`config.mk`:
```
export PLATFORM = sky130hd
export DESIGN_NAME = pmod8led2_pattern
export DESIGN_NICKNAME = d
export VERILOG_FILES = /design/src/rtl/pmod8led2_pkg.sv /design/src/rtl/pmod8led2_pattern_tick_gen.sv /design/src/rtl/pmod8led2_pattern.sv
export SDC_FILE = /design/constraint.sdc
export NUM_CORES = 1
export LEC_CHECK = 0
export ABC_CLOCK_PERIOD_IN_PS = 4200
export BUFFER_PORTS_ARGS = -buffer_cell sky130_fd_sc_hd__buf_2
export CAP_MARGIN = 15
export CORE_MARGIN = 2
export CORE_UTILIZATION = 40
export DETAILED_ROUTE_END_ITERATION = 6
export HOLD_SLACK_MARGIN = 0.08
export PLACE_DENSITY = 0.63
export SLEW_MARGIN = 20
export SYNTH_ARGS = -nofsm -noshare
export SYNTH_HDL_FRONTEND = slang
export SYNTH_SLANG_ARGS = --single-unit
```
`constraint.sdc`:
```
create_clock -name clk_i -period 4.2 [get_ports clk_i]
set_input_delay 0.84 -clock clk_i [delete_from_list [all_inputs] [get_ports clk_i]]
set_output_delay 0.84 -clock clk_i [all_outputs]
set_load 0.01 [all_outputs]
```
`src/rtl/pmod8led2_pkg.sv`:
```
// Shared definitions for the PMOD 8LED2 pattern engine: mode encodings, scan direction,
// and the binary-to-Gray helper.
package pmod8led2_pkg;

    localparam logic [1:0] MODE_UP   = 2'd0;
    localparam logic [1:0] MODE_DOWN = 2'd1;
    localparam logic [1:0] MODE_GRAY = 2'd2;
    localparam logic [1:0] MODE_SCAN = 2'd3;

    typedef enum logic {DirUp, DirDown} dir_e;

    // Fixed 32-bit width; callers cast to and from their own pattern width.
    function automatic logic [31:0] gray(input logic [31:0] bin);
        return bin ^ (bin >> 1);
    endfunction

endpackage

```
`src/rtl/pmod8led2_pattern_tick_gen.sv`:
```
// Free-running prescaler: tick_o is a one-cycle pulse per CLK_HZ/TICK_HZ clocks.
// The pulse decodes the terminal count so a consumer can act on the wrap edge itself.
module tick_gen #(
    parameter int unsigned CLK_HZ  = 25_000_000,
    parameter int unsigned TICK_HZ = 2
) (
    input  logic clk_i,
    input  logic rst_ni,
    output logic tick_o
);

    localparam int unsigned Div  = CLK_HZ / TICK_HZ;
    localparam int unsigned CntW = $clog2(Div);
    localparam logic [CntW-1:0] CntMax = CntW'(Div - 1);

    logic [CntW-1:0] cnt_q, cnt_d;

    always_comb begin
        cnt_d = (cnt_q == CntMax) ? '0 : cnt_q + CntW'(1);
    end

    always_ff @(posedge clk_i or negedge rst_ni) begin
        if (!rst_ni) begin
            cnt_q <= '0;
        end else begin
            cnt_q <= cnt_d;
        end
    end

    assign tick_o = (cnt_q == CntMax);

endmodule

```
`src/rtl/pmod8led2_pattern.sv`:
```
// LED pattern engine for the bicolor PMOD 8LED2: heartbeat on LED0 red, selectable
// up/down/Gray/scanner pattern on LEDs 1..NLED-1, one-period red flash on counter wrap.
module pmod8led2_pattern
    import pmod8led2_pkg::*;
#(
    parameter int unsigned CLK_HZ  = 25_000_000,
    parameter int unsigned TICK_HZ = 2,
    parameter int unsigned NLED    = 8
) (
    input  logic            clk_i,
    input  logic            rst_ni,
    input  logic            en_i,
    input  logic [1:0]      mode_i,
    output logic            tick_o,
    output logic [0:NLED-1] pmodledg_o,
    output logic [0:NLED-1] pmodledr_o
);

    localparam int unsigned W    = NLED - 1;
    localparam int unsigned PosW = $clog2(W);
    localparam logic [PosW-1:0] PosMax   = PosW'(W - 1);
    localparam logic [PosW-1:0] PosMaxM1 = PosW'(W - 2);
    localparam logic [W-1:0]    ScanTop  = {1'b1, {(W-1){1'b0}}};

    logic            step;
    logic [1:0]      mode_q, mode_d;
    logic [W-1:0]    val_q, val_d;
    logic [PosW-1:0] pos_q, pos_d;
    dir_e            dir_q, dir_d;
    logic            hb_q, hb_d;
    logic            wflag_q, wflag_d;
    logic            tick_q;
    logic [W-1:0]    pat;
    // Bit NLED-1 drives port index 0 (LED0); the pattern MSB lands on LED1.
    logic [NLED-1:0] ledg_q, ledg_d, ledr_q, ledr_d;

    tick_gen #(
        .CLK_HZ  (CLK_HZ),
        .TICK_HZ (TICK_HZ)
    ) u_tick_gen (
        .clk_i  (clk_i),
        .rst_ni (rst_ni),
        .tick_o (step)
    );

    always_ff @(posedge clk_i or negedge rst_ni) begin
        if (!rst_ni) begin
            mode_q  <= MODE_UP;
            val_q   <= '0;
            pos_q   <= '0;
            dir_q   <= DirUp;
            hb_q    <= 1'b0;
            wflag_q <= 1'b0;
            tick_q  <= 1'b0;
            ledg_q  <= '0;
            ledr_q  <= '0;
        end else begin
            mode_q  <= mode_d;
            val_q   <= val_d;
            pos_q   <= pos_d;
            dir_q   <= dir_d;
            hb_q    <= hb_d;
            wflag_q <= wflag_d;
            tick_q  <= step;
            ledg_q  <= ledg_d;
            ledr_q  <= ledr_d;
        end
    end

    always_comb begin
        mode_d  = mode_q;
        val_d   = val_q;
        pos_d   = pos_q;
        dir_d   = dir_q;
        hb_d    = hb_q;
        wflag_d = wflag_q;
        if (step) begin
            hb_d    = ~hb_q;
            wflag_d = 1'b0;
            mode_d  = mode_i;
            if (mode_i != mode_q) begin
                // A mode switch restarts the pattern rather than stepping it.
                val_d = '0;
                pos_d = '0;
                dir_d = DirUp;
            end else if (en_i) begin
                unique case (mode_q)
                    MODE_UP, MODE_GRAY: begin
                        val_d   = val_q + W'(1);
                        wflag_d = (val_q == '1);
                    end
                    MODE_DOWN: begin
                        val_d   = val_q - W'(1);
                        wflag_d = (val_q == '0);
                    end
                    MODE_SCAN: begin
                        if (dir_q == DirUp) begin
                            if (pos_q == PosMax) begin
                                pos_d = PosMaxM1;
                                dir_d = DirDown;
                            end else begin
                                pos_d = pos_q + PosW'(1);
                            end
                        end else begin
                            if (pos_q == '0) begin
                                pos_d = PosW'(1);
                                dir_d = DirUp;
                            end else begin
                                pos_d = pos_q - PosW'(1);
                            end
                        end
                    end
                    default: ;
                endcase
            end
        end
    end

    always_comb begin
        pat = '0;
        unique case (mode_q)
            MODE_UP, MODE_DOWN: pat = val_q;
            MODE_GRAY:          pat = W'(gray(32'(val_q)));
            MODE_SCAN:          pat = ScanTop >> pos_q;
            default:            pat = '0;
        endcase
        ledg_d = {1'b0, (wflag_q ? {W{1'b0}} : pat)};
        ledr_d = {hb_q, (wflag_q ? {W{1'b1}} : {W{1'b0}})};
    end

    assign tick_o     = tick_q;
    assign pmodledg_o = ledg_q;
    assign pmodledr_o = ledr_q;

endmodule

```
==> results.cfg <==
[clocking]
clockBufferDepth = 2
cts_hold_buffers = 0
ctsRootBufferMaster = clkbuf_8
cts_setup_buffers = 0
clkLatencyLatePin_ps = 300
cts_buffers = 5
cts_tree = done
cts.sink_count = 49
path_clk_slew_ps = 90
htreeDepth = 2
cts_resized = 0

[setup_path]
crit_chain = nand2b_1 -> xnor2_1 -> ha_1 -> or4_1 -> nor4_1 -> o21ai_1 -> or4_1 -> o21ai_0
cpPeakStageDelay_ps = 570
startpoint_type = flip-flop
required_ps = 4420
end_kind = flip-flop
crit_arrival_ps = 2860
crit_family = simple AND/OR/NAND/NOR gates
r2r_start = mode_q[1]
reg2reg_depth = 8
regToRegSetupSlack_ps = 1570
crit_type = reg -> reg
cp_max_fo = 19
worstReg2RegEnd = val_q[6]
critPathBufInv = 0
crit_path_frequent_cell = or4_1
cpMaxStageDelayCell = dfrtp_1

[power_and_ir_drop]
switching_power_uw = 172
seqPwrFrac = 0.593
p_int_uw = 625
p_leak_nw = 1.28
p_per_area_nw_per_um2 = 275
combinationalPowerShare = 0.023
max-vdd-ir-drop_uv = 186
p_clk_frac = 0.383
swShare = 0.216

[grt]
grt_pass1_wl_mm = 9.60
grt_max_degree = 50
grt_usage = 0.163
grt_antenna_before_repair = 0
grt_overflow = 0
grt_pass1_vias = 2023

[sta]
min_period_ps = 2630
setup_viol = 0
finalHoldViolCount = 0
rsz0062_at_grt = false
finClkSkew_ps = 8.39
tightest_slew_ps = 940
fmax_mhz = 380
post-route-period-util = 0.627
finalMaxSlewViolations = 0
max_slew_margin = 0.368
tns_ps = 0
setup_slack_ps = 1570

[die]
die_y_um = 86.1
core_um2 = 6420
row_count = 29
start_util = 0.420
pin_count = 22
dieArea_um2 = 7420
die_w_um = 86.1

[cells_and_area]
drive_gt1_frac = 0.125
fillerInstances = 616
area.growth.synth_to_final_pct = 7.19
final-instance-count-excl-fill = 380
num-nets-final = 316
postLayoutCoreUtil = 0.450
diodes = 0

[status]
status = finished, final reports clean

[route]
antenna_violating_nets_post_route = 0
drtIter0Drc = 165
wl_per_cell_um = 14.6
routed_wl_mm = 5.56
post-route-drc-count = 0
routed-via-count = 2120
vias_per_cell = 5.58
first_pass_iters = 4

[synthesis]
yosysTopAreaCell = dfrtp_1
netlist-cell-type-count = 48
syn_inst = 295
synth_edf_count = 0
synth_area_leaders = dfrtp_1 45%, xnor2_1 4.2%, ha_1 4.2%
yosysMostFrequentCell = dfrtp_1
synthFlopType = dfrtp_1
synth_seq_area_share = 0.455
yosysWarnings = 0
post-synth-top-area-fraction = 0.455
syn_nets = 309
synth.avg_cell_area_um2 = 9.14
synthArstFlopShare = 1.00
synthesis.area_um2 = 2700
yosys-top-cells-count = 49 x dfrtp_1, 28 x nand2_1, 28 x nor2_1
synth_seq_cells = 49

[min_path]
whs_endpoint = pmodledr_o[0]
hold_path.class = reg -> reg
worst_hold_startpoint = hb_q
holdPathStages = 0

[place]
dp.cells = 372
portBuffers = 20
hpwl_mm = 3.88
post-place-ws_ps = 1610
gp_congestion = 0.845

[job]
cap_violations = 0
## how the worst max path moves through the flow
stage               from        to  slack [ps]  cells past startpoint
2_1_floorplan  mode_q[1]  val_q[6]        1860                     10
3_3_place_gp   mode_q[1]  val_q[6]        1660                      8
3_5_place_dp   mode_q[1]  val_q[6]        1610                      8
4_1_cts        mode_q[0]  val_q[6]        1570                      8
5_1_grt        mode_q[0]  val_q[6]        1370                      8
6_report       mode_q[1]  val_q[6]        1570                      8
## flip-flops by register name, summed over array words and instances (netlist names)
signal            count
val_q                 7
wflag_q               1
pmodledg_o            7
pmodledr_o            2
tick_o                1
mode_q                2
hb_q                  1
dir_q                 1
pos_q                 3
u_tick_gen.cnt_q     24
## through the flow
| stage | hold WS, ps | total power, mW | instance area (um2) |
|---|---|---|---|
| after floorplan | 352 | 0.488 | 2700 |
| after global placement | 382 | 0.501 | 2790 |
| after detailed placement | 387 | 0.501 | 2790 |
| after CTS | 409 | 0.808 | 2890 |
| after global routing | 426 | 0.830 | 2890 |
| final | 404 | 0.796 | 2890 |
## layer usage
metal | vias up | routed length [um] | track usage
li1 | 1031 | - | -
met1 | 1035 | 2640 | 0.220
met2 | 43 | 2550 | 0.253
met3 | 11 | 222 | 0.0337
met4 | 0 | 140 | 0.0722
met5 | - | 0 | 0
## worst register-to-register path, cell delays in order (launching register included)
cell      delay [ps]
dfrtp_1          570
nand2b_1         370
xnor2_1          190
ha_1             230
or4_1            430
nor4_1           180
o21ai_1          110
or4_1            400
o21ai_0           80
## layout by cell type (no fill, tap or decap), types with 11 or more instances in the layout
cell type	count
buf_2	19
dfrtp_1	49
inv_1	11
nand2_1	28
nand3_1	21
nand4_1	12
nor2_1	28
o21ai_0	22
xnor2_1	13
xor2_1	11
## cell families (layout without fill, tap and decap cells)
family                   Yosys count  after routing  share of synthesized area
AND/OR/NAND/NOR                  131            131                      0.253
other                              1              1                    0.00139
multiplexers                       2              2                    0.00835
AO/OA/AOI/OAI                     47             47                      0.103
flip-flops                        49             49                      0.455
buffers and inverters             32             40                     0.0594
adder cells (fa/ha/maj)            9              9                     0.0417
XOR/XNOR                          24             24                     0.0779
## cell type report
| type | count | area (um2) | area share |
|---|---|---|---|
| clock buffer | 7 | 96.3 | 0.0333 |
| clock inverter | 1 | 5.00 | 0.00173 |
| inverter | 11 | 41.3 | 0.0143 |
| multi-input combinational | 214 | 1320 | 0.455 |
| sequential | 49 | 1230 | 0.424 |
| tap | 77 | 96.3 | 0.0333 |
| timing repair buffer | 21 | 110 | 0.0381 |
## power groups by stage
stage | Sequential (mW) | Clock, mW | Combinational, mW
floorplan | 0.482 | 0 | 0.00595
global placement | 0.482 | 0 | 0.0190
detailed placement | 0.482 | 0 | 0.0192
CTS | 0.473 | 0.316 | 0.0193
global route | 0.473 | 0.335 | 0.0218
finish | 0.473 | 0.305 | 0.0187
(Power assumes the default switching activity.)
